<file path="config.mk">
export PLATFORM = sky130hd
export DESIGN_NAME = mem_bus_master
export DESIGN_NICKNAME = d
export VERILOG_FILES = /design/src/rtl/mem_bus_master_pkg.sv /design/src/rtl/mem_lane_align.sv /design/src/rtl/mem_bus_master.sv
export SDC_FILE = /design/constraint.sdc
export NUM_CORES = 1
export LEC_CHECK = 0
export CAP_MARGIN = 20
export CORE_MARGIN = 5
export CORE_UTILIZATION = 35
export DETAILED_ROUTE_END_ITERATION = 10
export GPL_ROUTABILITY_DRIVEN = 0
export SYNTH_ARGS = -nofsm -noshare
export SYNTH_HDL_FRONTEND = slang
export SYNTH_HIERARCHICAL = 1
export SYNTH_SLANG_ARGS = --single-unit
</file>
<file path="constraint.sdc">
create_clock -name clk -period 6.2 [get_ports clk]
set_clock_uncertainty 0.05 [all_clocks]
set_input_delay 1.86 -clock clk [delete_from_list [all_inputs] [get_ports clk]]
set_output_delay 1.86 -clock clk [all_outputs]
set_load 0.1 [all_outputs]
</file>
<file path="src/rtl/mem_bus_master_pkg.sv">
// Shared encodings for the word-wide RAM bus master.
// Contents: access size codes, FSM state type, and byte-lane select constants.
package mem_bus_master_pkg;

   // Access size encodings as carried on req_size
   localparam logic [1:0] SIZE_BYTE = 2'd0;
   localparam logic [1:0] SIZE_HALF = 2'd1;
   localparam logic [1:0] SIZE_WORD = 2'd2;
   localparam logic [1:0] SIZE_RSVD = 2'd3;

   // Master FSM states
   typedef enum logic [1:0] {
      ST_IDLE = 2'd0,
      ST_BUS  = 2'd1,
      ST_RESP = 2'd2
   } state_e;

   // Byte-lane select patterns before positioning by the byte offset
   localparam logic [3:0] SEL_NONE = 4'b0000;
   localparam logic [3:0] SEL_BYTE = 4'b0001;
   localparam logic [3:0] SEL_HALF = 4'b0011;
   localparam logic [3:0] SEL_WORD = 4'b1111;

endpackage

</file>
<file path="src/rtl/mem_lane_align.sv">
// Combinational byte-lane alignment for the RAM bus.
// Store side: size/offset -> lane selects and lane-positioned write data.
// Load side : word/offset/size/signed -> right-justified, extended load data.
// Ports:
//   size_i      access size code
//   offset_i    byte offset within the word (already alignment-adjusted)
//   signed_i    sign-extend load result
//   wdata_i     right-justified store data
//   rword_i     raw word read from the RAM
//   sel_o       byte-lane selects
//   wdata_sh_o  store data shifted to its lanes
//   rdata_ext_o extracted and extended load data
module mem_lane_align
   import mem_bus_master_pkg::*;
(
   input  logic [1:0]  size_i,
   input  logic [1:0]  offset_i,
   input  logic        signed_i,
   input  logic [31:0] wdata_i,
   input  logic [31:0] rword_i,
   output logic [3:0]  sel_o,
   output logic [31:0] wdata_sh_o,
   output logic [31:0] rdata_ext_o
);

   logic [4:0]  shamt_s;
   logic [31:0] rword_sh_s;

   // Lane positioning for stores and extraction/extension for loads
   always_comb begin
      shamt_s    = {offset_i, 3'b000};
      wdata_sh_o = wdata_i << shamt_s;
      rword_sh_s = rword_i >> shamt_s;
      case (size_i)
         SIZE_BYTE: begin
            sel_o       = SEL_BYTE << offset_i;
            rdata_ext_o = signed_i ? {{24{rword_sh_s[7]}}, rword_sh_s[7:0]}
                                   : {24'h000000, rword_sh_s[7:0]};
         end
         SIZE_HALF: begin
            sel_o       = SEL_HALF << {offset_i[1], 1'b0};
            rdata_ext_o = signed_i ? {{16{rword_sh_s[15]}}, rword_sh_s[15:0]}
                                   : {16'h0000, rword_sh_s[15:0]};
         end
         SIZE_WORD: begin
            sel_o       = SEL_WORD;
            rdata_ext_o = rword_sh_s;
         end
         default: begin
            sel_o       = SEL_NONE;
            rdata_ext_o = 32'h0000_0000;
         end
      endcase
   end

endmodule

</file>
<file path="src/rtl/mem_bus_master.sv">
// Initiator side of the word-wide RAM bus. Accepts one load/store at a time
// over valid/ready, drives a word-aligned bus cycle for BUS_LAT clocks, then
// returns extended load data with a one-cycle rsp_valid strobe.
// Optional build macro: MEM_MISALIGN_CHECK_EN -- when defined, misaligned
// half/word accesses are rejected with rsp_err; otherwise the low address bits
// are forced to natural alignment and the access proceeds.
// Ports:
//   clk, rst                         clock, async active-high reset
//   req_valid/req_ready              request handshake
//   req_write/size/signed/addr/wdata request fields
//   rsp_valid/rsp_rdata/rsp_err      response (rdata/err hold until next rsp)
//   bus_en/write_en/write_sel/addr/wdata, bus_rdata   RAM bus
module mem_bus_master
   import mem_bus_master_pkg::*;
#(
   parameter int ADDR_W  = 32,
   parameter int DATA_W  = 32,
   parameter int BUS_LAT = 1
) (
   input  logic              clk,
   input  logic              rst,
   input  logic              req_valid,
   output logic              req_ready,
   input  logic              req_write,
   input  logic [1:0]        req_size,
   input  logic              req_signed,
   input  logic [ADDR_W-1:0] req_addr,
   input  logic [DATA_W-1:0] req_wdata,
   output logic              rsp_valid,
   output logic [DATA_W-1:0] rsp_rdata,
   output logic              rsp_err,
   output logic              bus_en,
   output logic              bus_write_en,
   output logic [3:0]        bus_write_sel,
   output logic [ADDR_W-1:0] bus_addr,
   output logic [DATA_W-1:0] bus_wdata,
   input  logic [DATA_W-1:0] bus_rdata
);

   localparam logic [3:0] LAT_LAST = 4'(BUS_LAT - 1);

   state_e            state_q;
   logic [3:0]        cnt_q;
   logic              wr_q, signed_q;
   logic [1:0]        size_q, off_q;
   logic              req_ready_q, rsp_valid_q, rsp_err_q;
   logic [DATA_W-1:0] rsp_rdata_q;
   logic              bus_en_q, bus_write_en_q;
   logic [3:0]        bus_write_sel_q;
   logic [ADDR_W-1:0] bus_addr_q;
   logic [DATA_W-1:0] bus_wdata_q;

   logic              misalign_s;
   logic [1:0]        off_s;
   logic [1:0]        al_size_s, al_off_s;
   logic              al_signed_s;
   logic [3:0]        sel_s;
   logic [31:0]       wdata_sh_s, rdata_ext_s;

   // Effective byte offset of the incoming request and misalignment detection
   always_comb begin
`ifdef MEM_MISALIGN_CHECK_EN
      off_s      = req_addr[1:0];
      misalign_s = ((req_size == SIZE_HALF) && req_addr[0]) ||
                   ((req_size == SIZE_WORD) && (req_addr[1:0] != 2'b00));
`else
      misalign_s = 1'b0;
      if (req_size == SIZE_HALF) begin
         off_s = {req_addr[1], 1'b0};
      end else if (req_size == SIZE_WORD) begin
         off_s = 2'b00;
      end else begin
         off_s = req_addr[1:0];
      end
`endif
   end

   // One aligner serves both phases: the live request in IDLE (store lanes),
   // the latched request in BUS (load extraction of bus_rdata).
   always_comb begin
      if (state_q == ST_IDLE) begin
         al_size_s   = req_size;
         al_off_s    = off_s;
         al_signed_s = req_signed;
      end else begin
         al_size_s   = size_q;
         al_off_s    = off_q;
         al_signed_s = signed_q;
      end
   end

   mem_lane_align u_align (
      .size_i      (al_size_s),
      .offset_i    (al_off_s),
      .signed_i    (al_signed_s),
      .wdata_i     (req_wdata),
      .rword_i     (bus_rdata),
      .sel_o       (sel_s),
      .wdata_sh_o  (wdata_sh_s),
      .rdata_ext_o (rdata_ext_s)
   );

   // Master FSM, latency counter and all registered outputs
   always_ff @(posedge clk or posedge rst) begin
      if (rst) begin
         state_q         <= ST_IDLE;
         cnt_q           <= 4'd0;
         wr_q            <= 1'b0;
         signed_q        <= 1'b0;
         size_q          <= 2'd0;
         off_q           <= 2'd0;
         req_ready_q     <= 1'b0;
         rsp_valid_q     <= 1'b0;
         rsp_err_q       <= 1'b0;
         rsp_rdata_q     <= '0;
         bus_en_q        <= 1'b0;
         bus_write_en_q  <= 1'b0;
         bus_write_sel_q <= 4'b0000;
         bus_addr_q      <= '0;
         bus_wdata_q     <= '0;
      end else begin
         case (state_q)
            ST_IDLE: begin
               rsp_valid_q <= 1'b0;
               if (req_valid && req_ready_q) begin
                  req_ready_q <= 1'b0;
                  wr_q        <= req_write;
                  size_q      <= req_size;
                  signed_q    <= req_signed;
                  off_q       <= off_s;
                  cnt_q       <= 4'd0;
                  if ((req_size == SIZE_RSVD) || misalign_s) begin
                     // Rejected: answer directly without touching the bus
                     state_q     <= ST_RESP;
                     rsp_valid_q <= 1'b1;
                     rsp_err_q   <= 1'b1;
                     rsp_rdata_q <= '0;
                  end else begin
                     state_q         <= ST_BUS;
                     bus_en_q        <= 1'b1;
                     bus_write_en_q  <= req_write;
                     bus_write_sel_q <= req_write ? sel_s : SEL_NONE;
                     bus_addr_q      <= {req_addr[ADDR_W-1:2], 2'b00};
                     bus_wdata_q     <= wdata_sh_s;
                  end
               end else begin
                  req_ready_q <= 1'b1;
               end
            end
            ST_BUS: begin
               if (cnt_q == LAT_LAST) begin
                  // Final bus cycle: capture read data already extended
                  cnt_q           <= 4'd0;
                  state_q         <= ST_RESP;
                  bus_en_q        <= 1'b0;
                  bus_write_en_q  <= 1'b0;
                  bus_write_sel_q <= 4'b0000;
                  bus_addr_q      <= '0;
                  bus_wdata_q     <= '0;
                  rsp_valid_q     <= 1'b1;
                  rsp_err_q       <= 1'b0;
                  rsp_rdata_q     <= wr_q ? 32'h0000_0000 : rdata_ext_s;
               end else begin
                  cnt_q <= cnt_q + 4'd1;
               end
            end
            ST_RESP: begin
               rsp_valid_q <= 1'b0;
               req_ready_q <= 1'b1;
               state_q     <= ST_IDLE;
            end
            default: begin
               state_q     <= ST_IDLE;
               rsp_valid_q <= 1'b0;
               bus_en_q    <= 1'b0;
            end
         endcase
      end
   end

   assign req_ready     = req_ready_q;
   assign rsp_valid     = rsp_valid_q;
   assign rsp_rdata     = rsp_rdata_q;
   assign rsp_err       = rsp_err_q;
   assign bus_en        = bus_en_q;
   assign bus_write_en  = bus_write_en_q;
   assign bus_write_sel = bus_write_sel_q;
   assign bus_addr      = bus_addr_q;
   assign bus_wdata     = bus_wdata_q;

endmodule
</file>
Yosys cells after proc, flatten, opt, wreduce, memory -nomap -nowiden
Index checks and enable logic that the tools add are counted.
{"block": "word_totals", "wordCells": 93, "mem_bits_rw": 0, "ff_bits": 117, "output_inout_bits": 105, "n_memories": 0, "latch_bits": 0, "input_bits": 103, "mem_bits_ro": 0}
{"block": "op_classes", "div": 0, "n_eq_ne": 11, "addsub": 1, "shifts": 4, "n_lt_le_gt_ge": 0, "mul": 0, "muxes": 49, "n_bitwise": 1, "n_reduce_logical": 12}
{"operator": "32-bit 2-to-1 mux", "count": 11}
{"operator": "32-bit one-hot mux with 2 select lines", "count": 3}
{"operator": "32-bit one-hot mux with 3 select lines", "count": 1}
{"operator": "32-bit by 5-bit << shifter with 32-bit output", "count": 1}
{"operator": "32-bit by 5-bit right shift with 32-bit output", "count": 1}
{"operator": "4-bit 2-to-1 mux", "count": 6}
{"operator": "4-bit one-hot mux with 2 select lines", "count": 2}
{"operator": "2-bit 2-to-1 mux", "count": 7}
{"operator": "1-bit 2-to-1 mux", "count": 12}
{"operator": "4-bit one-hot mux with 3 select lines", "count": 1}
{"operator": "4-bit AND reduction", "count": 3}
{"operator": "2-bit == test, second input constant", "count": 4}
{"operator": "1-bit one-hot mux with 2 select lines", "count": 4}
{"operator": "2-bit by 1-bit == test with 1-bit output, second input constant", "count": 3}
{"operator": "2-bit AND reduction", "count": 3}
{"operator": "4-bit by 1-bit adder with 4-bit output, second input constant", "count": 1}
{"operator": "2-bit logical NOT", "count": 2}
{"operator": "4-bit logical NOT", "count": 1}
{"operator": "2-bit by 1-bit != test with 1-bit output, second input constant", "count": 2}
{"operator": "2-bit != test, second input constant", "count": 2}
{"operator": "2-bit one-hot mux with 2 select lines", "count": 1}
{"operator": "2-bit nonzero test", "count": 2}
{"operator": "1-bit by 2-bit << shifter with 4-bit output, first input constant", "count": 1}
{"operator": "2-bit by 2-bit << shifter with 4-bit output, first input constant", "count": 1}
{"operator": "3 further kinds", "count": 3}

Longest topological paths before layout
Gate-level depths: netlist of the first run.
{"block": "logic_depth", "word_depth": 10, "depth_mapped": 12, "mapped_depth_nobuf": 9}

Hierarchy
Netlist of the first run, hierarchy kept.
{"module": "mem_bus_master", "instances": 1, "cells_per_inst": 376, "area_each_um2": 4642.0, "seq_area_each_um2": 2877.8}
{"module": "mem_lane_align", "instances": 1, "cells_per_inst": 192, "area_each_um2": 1262.5, "seq_area_each_um2": 0.0}

Worst setup path before layout of the first run
No wires, ideal clock.
{"block": "synth_timing", "path_kind": "input -> register", "startpoint": "input req_size[1]", "endpoint": "register rsp_rdata_q[22] (netlist: rsp_rdata[22])", "path_stages": 12, "setup_time_ps": 79, "t_required_ps": 6071, "path_buffers": 3, "setup_slack_ps": 2329, "t_arrival_ps": 3742, "cell_sequence": "clkbuf_1 inv_1 o21ai_0 o31ai_1 buf_6 nand2b_4 a311o_1 a221o_1 buf_6 o21ai_1 nand2_1 mux2i_1"}
{"block": "synth_via", "elab_chain_len": 10, "elab_cells_between_ends": 19, "classes_between": "eq/ne: 6; shift: 1; mux: 10; reduce/logical: 2"}
{"element": "start, declared", "line_no": "mem_bus_master.sv:25", "rtl": "input logic [1:0] req_size,"}
{"element": "2-bit == test", "line_no": "mem_bus_master.sv:70", "rtl": "end else if (req_size == SIZE_WORD) begin"}
{"element": "2-bit 2-to-1 mux", "line_no": "mem_bus_master.sv:70"}
{"element": "2-bit 2-to-1 mux (*)", "line_no": "mem_bus_master.sv:68", "rtl": "if (req_size == SIZE_HALF) begin"}
{"element": "2-bit 2-to-1 mux (*)", "line_no": "mem_bus_master.sv:81", "rtl": "if (state_q == ST_IDLE) begin"}
{"element": "via al_off_s[1]", "line_no": "mem_bus_master.sv:55", "rtl": "logic [1:0] al_size_s, al_off_s;"}
{"element": "32-bit by 5-bit right shift with 32-bit output (*)", "line_no": "mem_lane_align.sv:33", "rtl": "rword_sh_s = rword_i >> shamt_s;"}
{"element": "32-bit 2-to-1 mux, on equally long branches", "line_no": "mem_lane_align.sv:42, mem_lane_align.sv:37"}
{"element": "32-bit one-hot mux with 3 select lines (*)", "line_no": "mem_lane_align.sv:34", "rtl": "case (size_i)"}
{"element": "via rdata_ext_s[22]", "line_no": "mem_bus_master.sv:58", "rtl": "logic [31:0] wdata_sh_s, rdata_ext_s;"}
{"element": "32-bit 2-to-1 mux (*)", "line_no": "mem_bus_master.sv:162", "rtl": "rsp_rdata_q <= wr_q ? 32'h0000_0000 : rdata_ext_s;"}
{"element": "32-bit 2-to-1 mux (*)", "line_no": "mem_bus_master.sv:151", "rtl": "if (cnt_q == LAT_LAST) begin"}
{"element": "32-bit one-hot mux with 2 select lines (*)", "line_no": "mem_bus_master.sv:122", "rtl": "case (state_q)"}
{"element": "end signal, assigned", "line_no": "mem_bus_master.sv:162"}
{"element": "end, declared", "line_no": "mem_bus_master.sv:47", "rtl": "logic [DATA_W-1:0] rsp_rdata_q;"}
The timed path passes the listed nets; every way through them passes the cells marked *. The select of a mux whose other input is x is not followed.
A chain may end at the register's enable or synchronous reset.

Worst setup path after layout of the first run
{"block": "layout_timing", "startpoint": "input req_size[0]", "endpoint": "register rsp_rdata_q[16] (netlist: rsp_rdata[16])"}
The elaborated chain is that of the path after synthesis.

==> results of run 1 <==
cell type report:
type	instances	share of cell area
clock buffers	18	0.0503
inverters	40	0.0175
multi-input cells	368	0.301
repair buffers	216	0.244
flip-flops and latches	115	0.329
clock inverters	14	0.0258
well taps	220	0.0315
logic make-up after synthesis:
group,share of synthesized area
AND/OR/NAND/NOR,0.110
multiplexers,0.129
AO/OA/AOI/OAI,0.191
adder cells (fa/ha/maj),0.00424
other,0.000635
flip-flops,0.487
XOR/XNOR,0.00297
buffers and inverters,0.0746
per-stage QoR:
stage	setup slack [ns]	cell area, µm²	utilization
3_3_place_gp	1.46	8070	0.487
3_5_place_dp	1.34	8070	0.487
6_report	1.72	8740	0.527
2_1_floorplan	1.25	5910	-
4_1_cts	1.78	8740	0.527
5_1_grt	1.61	8740	0.527
state kept, by name, indices dropped and copies added, names as in the netlist, 2 cells and up:
name           flops
off_q              2
bus_wdata         32
rsp_rdata         32
cnt_q              4
state_q            2
bus_addr          30
bus_write_sel      4
size_q             2
critical path: stages:
cell,delay (ns)
clkdlybuf4s50_1,0.70
o21ai_0,0.24
o31ai_4,0.20
buf_4,0.32
mux2i_1,0.43
a221o_1,0.56
o21ai_0,0.21
nand2_1,0.09
mux2i_1,0.06
synth_stat cells, types with 3 or more instances:
master | number | share of area
dfrtp_1 | 115 | 0.49
nand2_1 | 72 | 0.046
mux2i_1 | 65 | 0.11
a22o_1 | 63 | 0.093
inv_1 | 40 | 0.025
o21ai_0 | 26 | 0.022
nor2_1 | 22 | 0.014
buf_2 | 21 | 0.018
a21oi_1 | 17 | 0.014
a211oi_1 | 16 | 0.020
and2_1 | 10 | 0.011
mux2_2 | 10 | 0.019
nor2b_1 | 10 | 0.011
buf_6 | 9 | 0.017
clkbuf_1 | 9 | 0.0057
a221o_1 | 8 | 0.014
nand2b_1 | 8 | 0.0085
buf_4 | 6 | 0.0076
a32o_1 | 4 | 0.0068
nand3_1 | 3 | 0.0025
nor3_1 | 3 | 0.0025
o31ai_1 | 3 | 0.0038
worst paths after layout:
path                       slack [ns]  cells past startpoint              startpoint                        end
setup / recovery                 1.72                      9             req_size[0]  rsp_rdata[16]$_DFFE_PP0P_
hold / removal                   0.43                      2    signed_q$_DFFE_PP0P_       signed_q$_DFFE_PP0P_
setup reg to reg                 3.20                      8  state_q[1]$_DFFE_PP0P_  rsp_rdata[16]$_DFFE_PP0P_
hold reg to reg                  0.43                      2    signed_q$_DFFE_PP0P_       signed_q$_DFFE_PP0P_
max in group asynchronous        3.47                      3                     rst   rsp_rdata[2]$_DFFE_PP0P_
min in group asynchronous        1.71                      2                     rst   bus_addr[24]$_DFFE_PP0P_
layout by cell type, fill, tap and decap left out, types with 2 or more instances in the layout:
master and count:
clkdlybuf4s50_1 205, dfrtp_1 115, nand2_1 72, mux2i_1 65, a22o_1 63, inv_1 39, o21ai_0 26, nor2_1 22
a21oi_1 17, clkbuf_16 17, a211oi_1 16, buf_4 11, nor2b_1 10, mux2_2 10, and2_1 10, nand2b_1 8
a221o_1 8, bufinv_16 5, a32o_1 4, nor3_1 3, nand3_1 3, clkinvlp_4 3, inv_6 3, clkinv_4 3
nor3b_2 2, o31ai_4 2, a31oi_1 2, ha_1 2, conb_1 2, o21ai_1 2, or2_2 2
per-layer routing:
metal  GRT usage  wire length (µm)  up-vias
li1            -                 -     2384
met2       0.279              8460      174
met5           0                 0        -
met3      0.0504              1030       34
met4      0.0780               480        0
met1       0.249              8190     2440
==> metrics.txt, run 1 <==
Ys Warns 6; crit end category flop; Post-Synthesis Cells 568; Core Area 16600 µm²; Syn Area/Cell 10.4 µm²; CTS Buf Count 17; grt total ovfl 0; RSZ-0062 raised after global routing no; WP data required 6.40 ns; Post-Syn Area 5900 µm²; EDFF count, synth 0; count of final hold-check violations 0; HP Class reg -> reg; hold slack 0.427 ns; crit share post-route 0.723; Port Buffers 205; synth-to-layout area growth 48.0%; Die Width 140 µm; setup TNS 0 ns; area of the multi-input gates 2630 µm²; worst skew pair latency 0.41 ns; Finished Layout Cells 991; Distinct cells, synth 45; Worst-path clk slew 0.06 ns; WL final 18.2 mm; number of H-tree levels 4; # setup viols final 0; Max-Cap Viols 0; storage element area 2880 µm²; vias per cell 5.08; final critical-path required period 4.48 ns; hold_buf cts 0; vias post-DR 5032; Post-CTS Setup Inserts 0; largest net degree at the start of global routing 68; Synth Flop Type dfrtp_1; Final #Nets 863; die area 19600 µm²; placed insts 959; register area share after synthesis 0.487; first-pass GRT wire length 29.0 mm; run status complete, no violations; Pins Over Slew Limit 0; Least-Margin Pin Slew 1.04 ns; Worst slew margin 0.302; initial antenna violation count 0; Arr. time, crit path 4.68 ns; diode count 0; Crit Path Max Fanout 20; Fillers 1501; Antenna Nets Post-Route 0; drt wl/cell 18.3 µm; total track usage 0.184; Initial Util 0.356; Critical Path Source Type input port; Detailed Place HPWL 13.1 mm; crit path kind in -> reg; ys async rst share 1.00; CTS root buffer clkbuf_16; # DRC 0; clock buffer depth 2; DRT iter0 DRCs 310; fmax 223 MHz; CTS tree built; number of synthesized register bits 115; DR pass1 iterations 5; I/O Pins 208; vias in the first global route 5278; layout cells sized above 1 0.0843; post-cts repair resize count 0; clock sink count 115; die boundary height 140 µm; row cnt 47
Power of run 1 is left out: the tool's default activity adds up to more than one toggle a clock period on the data nets, which glitch-free logic cannot reach.
==> inputs of run 2 (changes only) <==
- PLACE_DENSITY: not set -> 0.67
- clock period: 6.2 -> 3.7 ns (I/O delays scaled with it)
==> run 2 against run 1 <==
Compared with the run above:
- critical endpoint is now rsp_rdata[19]$_DFFE_PP0P_
- worst hold slack better by 0.0015 ns
- highest routed layer unchanged
- first-iteration DRC count up 4.5%
- wire length down 2.3%
- flip-flop and latch count unchanged
- sequential share of layout area up 0.89 points
- critical path depth up 1
==> metrics.txt, run 2 (synthesis gave the netlist of run 1 again) <==
synth-to-layout area growth 44.1%; # DRC 0; die boundary height 140 µm; Fillers 1504; count of final hold-check violations 0; vias in the first global route 5308; final worst slack 0.424 ns; fmax 305 MHz; clock sink count 115; final critical-path required period 3.28 ns; DR pass1 iterations 5; Crit Path Max Fanout 16; layout cells sized above 1 0.222; DRT iter0 DRCs 324; crit share post-route 0.885; initial antenna violation count 0; Arr. time, crit path 3.51 ns; RSZ-0062 raised after global routing no; Design Area, Final 8510 µm²; slowest CP cell a221o_1; setup TNS 0 ns; area of the multi-input gates 2630 µm²; crit end category flop; worst skew pair latency 0.41 ns; Antenna Nets Post-Route 0; storage element area 2880 µm²; CTS root buffer clkbuf_16; commonest non-fill, non-tap cell in the layout buf_4; Initial Util 0.356; Port Buffers 205; # setup viols final 0; CP Cell Sequence clkdlybuf4s50_1 > inv_1 > o21ai_0 > buf_4 > o31ai_4 > mux2i_1 > a221o_1 > o21ai_0 > nand2_1 > mux2i_1; crit path kind in -> reg; Detailed Place HPWL 12.9 mm; post-cts repair resize count 0; total track usage 0.181; CTS tree built; Pins Over Slew Limit 0; Final #Nets 871; slowest stage delay, CP 0.52 ns; hold_buf cts 0; run status complete, no violations; Critical Path Source Type input port; dpl ws 0.00520 ns; number of H-tree levels 4; Worst-path clk slew 0.06 ns; first-pass GRT wire length 28.5 mm; Worst slew margin 0.540; clock buffer depth 2; Post-CTS Setup Inserts 0; grt total ovfl 0; vias per cell 5.04; die area 19600 µm²; vias post-DR 5032; diode count 0; CTS Buf Count 17; Die Width 140 µm; Area after DPL 7950 µm²; WL final 17.8 mm; Max-Cap Viols 0; WP data required 3.93 ns; most frequent cells in the layout buf_4 (116), dfrtp_1 (115), clkdlybuf4s50_1 (102), nand2_1 (72), mux2i_1 (65); row cnt 47; reg2reg setup slack 0.97 ns; Core Area 16600 µm²; Least-Margin Pin Slew 0.689 ns; largest net degree at the start of global routing 116; drt wl/cell 17.8 µm; I/O Pins 208; hold slack 0.428 ns; HP Class reg -> reg
## run 2: cell count changes in the layout (fill, tap and decap cells not counted), sizes merged
cell and change:
buf +111, clkdlybuf4s50 -103, bufinv -4, clkbuf +3, clkinv +3, inv -3, clkinvlp +1
## run 2: area by class of cell
cell class | count | share of cell area
Clock buffer | 21 | 0.0529
Inverter | 40 | 0.0181
Multi-Input combinational cell | 368 | 0.309
Clock inverter | 11 | 0.0125
Sequential cell | 115 | 0.338
Timing Repair Buffer | 224 | 0.237
Tap cell | 220 | 0.0324
## run 2: stage by stage
stage           util  cells
3_3_place_gp   0.479    967
2_1_floorplan      -    569
5_1_grt        0.513    999
3_5_place_dp   0.479    967
6_report       0.513    999
4_1_cts        0.513    999
## run 2: layer usage
layer  GRT usage  part of all wire  wire (µm)
met4      0.0607             0.018        320
met1       0.241              0.44       7730
met3      0.0573             0.074       1320
met5           0                 0          0
met2       0.280              0.47       8380
## run 2: path summary, 6_finish.rpt
| kind | start | to | depth (start not counted) |
|---|---|---|---|
| hold reg to reg | size_q[1]$_DFFE_PP0P_ | size_q[1]$_DFFE_PP0P_ | 2 |
| min in group asynchronous | rst | bus_wdata[1]$_DFFE_PP0P_ | 3 |
| hold / removal | size_q[1]$_DFFE_PP0P_ | size_q[1]$_DFFE_PP0P_ | 2 |
| setup / recovery | req_size[1] | rsp_rdata[19]$_DFFE_PP0P_ | 10 |
| max in group asynchronous | rst | bus_wdata[20]$_DFFE_PP0P_ | 3 |
| setup reg to reg | state_q[1]$_DFFE_PP0P_ | rsp_rdata[19]$_DFFE_PP0P_ | 8 |
## run 2: critical path, delay by kind of cell
kind                   cells  cell delay, ns
and+or+nand+nor            1            0.10
buffers and inverters      3            0.65
AOI/OAI and AO/OA          4            1.15
muxes                      2            0.49
Power of run 2 is left out for the same reason.
==> inputs of run 3 (changes only) <==
- ABC_AREA: not set -> 1
- CELL_PAD_IN_SITES_DETAIL_PLACEMENT: not set -> 1
- CELL_PAD_IN_SITES_GLOBAL_PLACEMENT: not set -> 1
- CORE_UTILIZATION: 35 -> 30
- PLACE_DENSITY: 0.67 -> not set
- PLACE_DENSITY_LB_ADDON: not set -> 0.1
==> run 3 against run 2 <==
Compared with the run above:
- first-iteration DRC count is 27% higher
- die area is 37% higher
- area after synthesis is 20% higher
- non-clock buffer count is 16 higher
- flip-flop and latch count stayed put
- critical path depth is 3 higher
- wire length is 48% higher
- count of clock-buffer cells in the layout is 1 lower
- global-route usage is 1.2 points higher
- worst hold slack worse by 0.011 ns
- fmax is 2.2% higher
- highest routed layer is now met5
==> metrics.txt, run 3 <==
number of H-tree levels 4; post-cts repair resize count 0; # DRC 0; most frequent cells in the layout nand2_1 (352), nor2_1 (136), buf_4 (134), dfrtp_1 (115), inv_1 (112); first-pass GRT wire length 41.3 mm; xor and xnor area share after synthesis 0.00123; Detailed Place HPWL 19.1 mm; vias per cell 4.76; Port Buffers 205; Initial Util 0.304; Adder-Cell Fraction of Synth Area 0.00352; register area share after synthesis 0.405; Pins Over Slew Limit 0; WL final 26.2 mm; setup TNS 0 ns; layout cells sized above 1 0.153; WP data required 4.00 ns; HP Class reg -> reg; complex-gate fraction of the synthesized area 0.0579; commonest non-fill, non-tap cell in the layout nand2_1; initial antenna violation count 1; run status complete, no violations; Final #Nets 1335; Distinct cells, synth 33; largest family of logic cells by synthesized area simple AND/OR/NAND/NOR gates; fmax 312 MHz; vias in the first global route 7450; Arr. time, crit path 3.51 ns; mux contribution to synthesized area 0; Worst-path clk slew 0.06 ns; clock buffer depth 2; largest net degree at the start of global routing 87; I/O Pins 208; Post-Synthesis Cells 1051; Synth Flop Type dfrtp_1; crit share post-route 0.866; final critical-path required period 3.20 ns; post-synth top area cell dfrtp_1; synth top area cells dfrtp_1 (40%), nand2_1 (19%), nand4_1 (8.8%), nor2_1 (7.2%), inv_1 (6.0%); grt total ovfl 0; CTS Buf Count 17; Simple-Gate Fraction of Synth Area 0.406; DRT iter0 DRCs 412; CTS tree built; crit end category flop; Post-Syn Area 7110 µm²; Worst slew margin 0.441; worst skew pair latency 0.42 ns; # setup viols final 0; DR pass1 iterations 5; die area 26900 µm²; row cnt 56; Syn Area/Cell 6.77 µm²; Core Area 23400 µm²; Antenna Nets Post-Route 0; Critical Path Source Type input port; Post-synth top cells nand2_1 (352), nor2_1 (136), dfrtp_1 (115), inv_1 (113), nand4_1 (100); die boundary height 164 µm; Post-CTS Setup Inserts 0; clock sink count 115; Die Width 164 µm; CTS root buffer clkbuf_16; synth-to-layout area growth 37.8%; ys async rst share 1.00; reg2reg setup slack 1.22 ns; diode count 0; Least-Margin Pin Slew 0.837 ns; drt wl/cell 16.8 µm; hold_buf cts 0; number of synthesized register bits 115; vias post-DR 7432; count of final hold-check violations 0; RSZ-0062 raised after global routing no; most frequent cell after synthesis nand2_1; Ys Warns 6; Synth top area share 0.405; EDFF count, synth 0; crit path kind in -> reg; Max-Cap Viols 0; total track usage 0.193; Crit Path Max Fanout 14
-- run 3: worst paths after layout --
check,from,end,cells after the start
max,req_size[1],bus_wdata[19]$_DFFE_PP0P_,13
min,bus_write_en$_DFFE_PP0P_,bus_write_en$_DFFE_PP0P_,2
max reg2reg,state_q[1]$_DFFE_PP0P_,rsp_rdata[6]$_DFFE_PP0P_,12
min reg2reg,bus_write_en$_DFFE_PP0P_,bus_write_en$_DFFE_PP0P_,2
max in group asynchronous,rst,bus_wdata[18]$_DFFE_PP0P_,3
min in group asynchronous,rst,bus_addr[6]$_DFFE_PP0P_,3
-- run 3: kinds of logic after synthesis --
kind of cell / Yosys count
buffers and inverters: 198
other: 1
adders and majority gates: 2
DFF: 115
AOI/OAI and AO/OA: 72
xor gates and xnor gates: 1
and+or+nand+nor: 662
-- run 3: worst max-delay path, stage by stage --
cell	delay (ns)
clkdlybuf4s50_1	0.55
inv_1	0.05
o21ai_0	0.15
nor2_1	0.08
nand2_1	0.11
o21ai_4	0.17
nor2_8	0.25
clkinv_1	0.35
o221ai_1	0.28
inv_1	0.06
nor2_1	0.10
nand4_1	0.12
nand2_1	0.09
-- run 3: cell type report --
| type | instances | area, µm² |
|---|---|---|
| clock buffers | 20 | 457 |
| clock inverters | 12 | 131 |
| fillers | 3025 | 13600 |
| inverters | 117 | 445 |
| multi-input cells | 739 | 3380 |
| flip-flops and latches | 115 | 2880 |
| well taps | 319 | 399 |
| repair buffers | 240 | 2110 |
-- run 3: routing by layer --
metal	global-route usage	wire [µm]	vias up
li1	-	-	3708
met1	0.286	13000	3501
met2	0.287	11500	195
met3	0.0402	1460	26
met4	0.0488	316	2
met5	0	18	-
-- run 3: metrics by stage --
step	hold WS [ns]	setup WS [ns]	util	cell area (µm²)	instances
floorplan	0.438	1.07	-	7120	1052
global placement	0.405	0.104	0.393	9190	1529
detailed placement	0.409	0.0660	0.393	9190	1529
CTS	0.423	0.494	0.418	9780	1561
global route	0.444	0.259	0.419	9800	1562
finish	0.417	0.496	0.419	9800	1562
Power of run 3 is left out for the same reason.
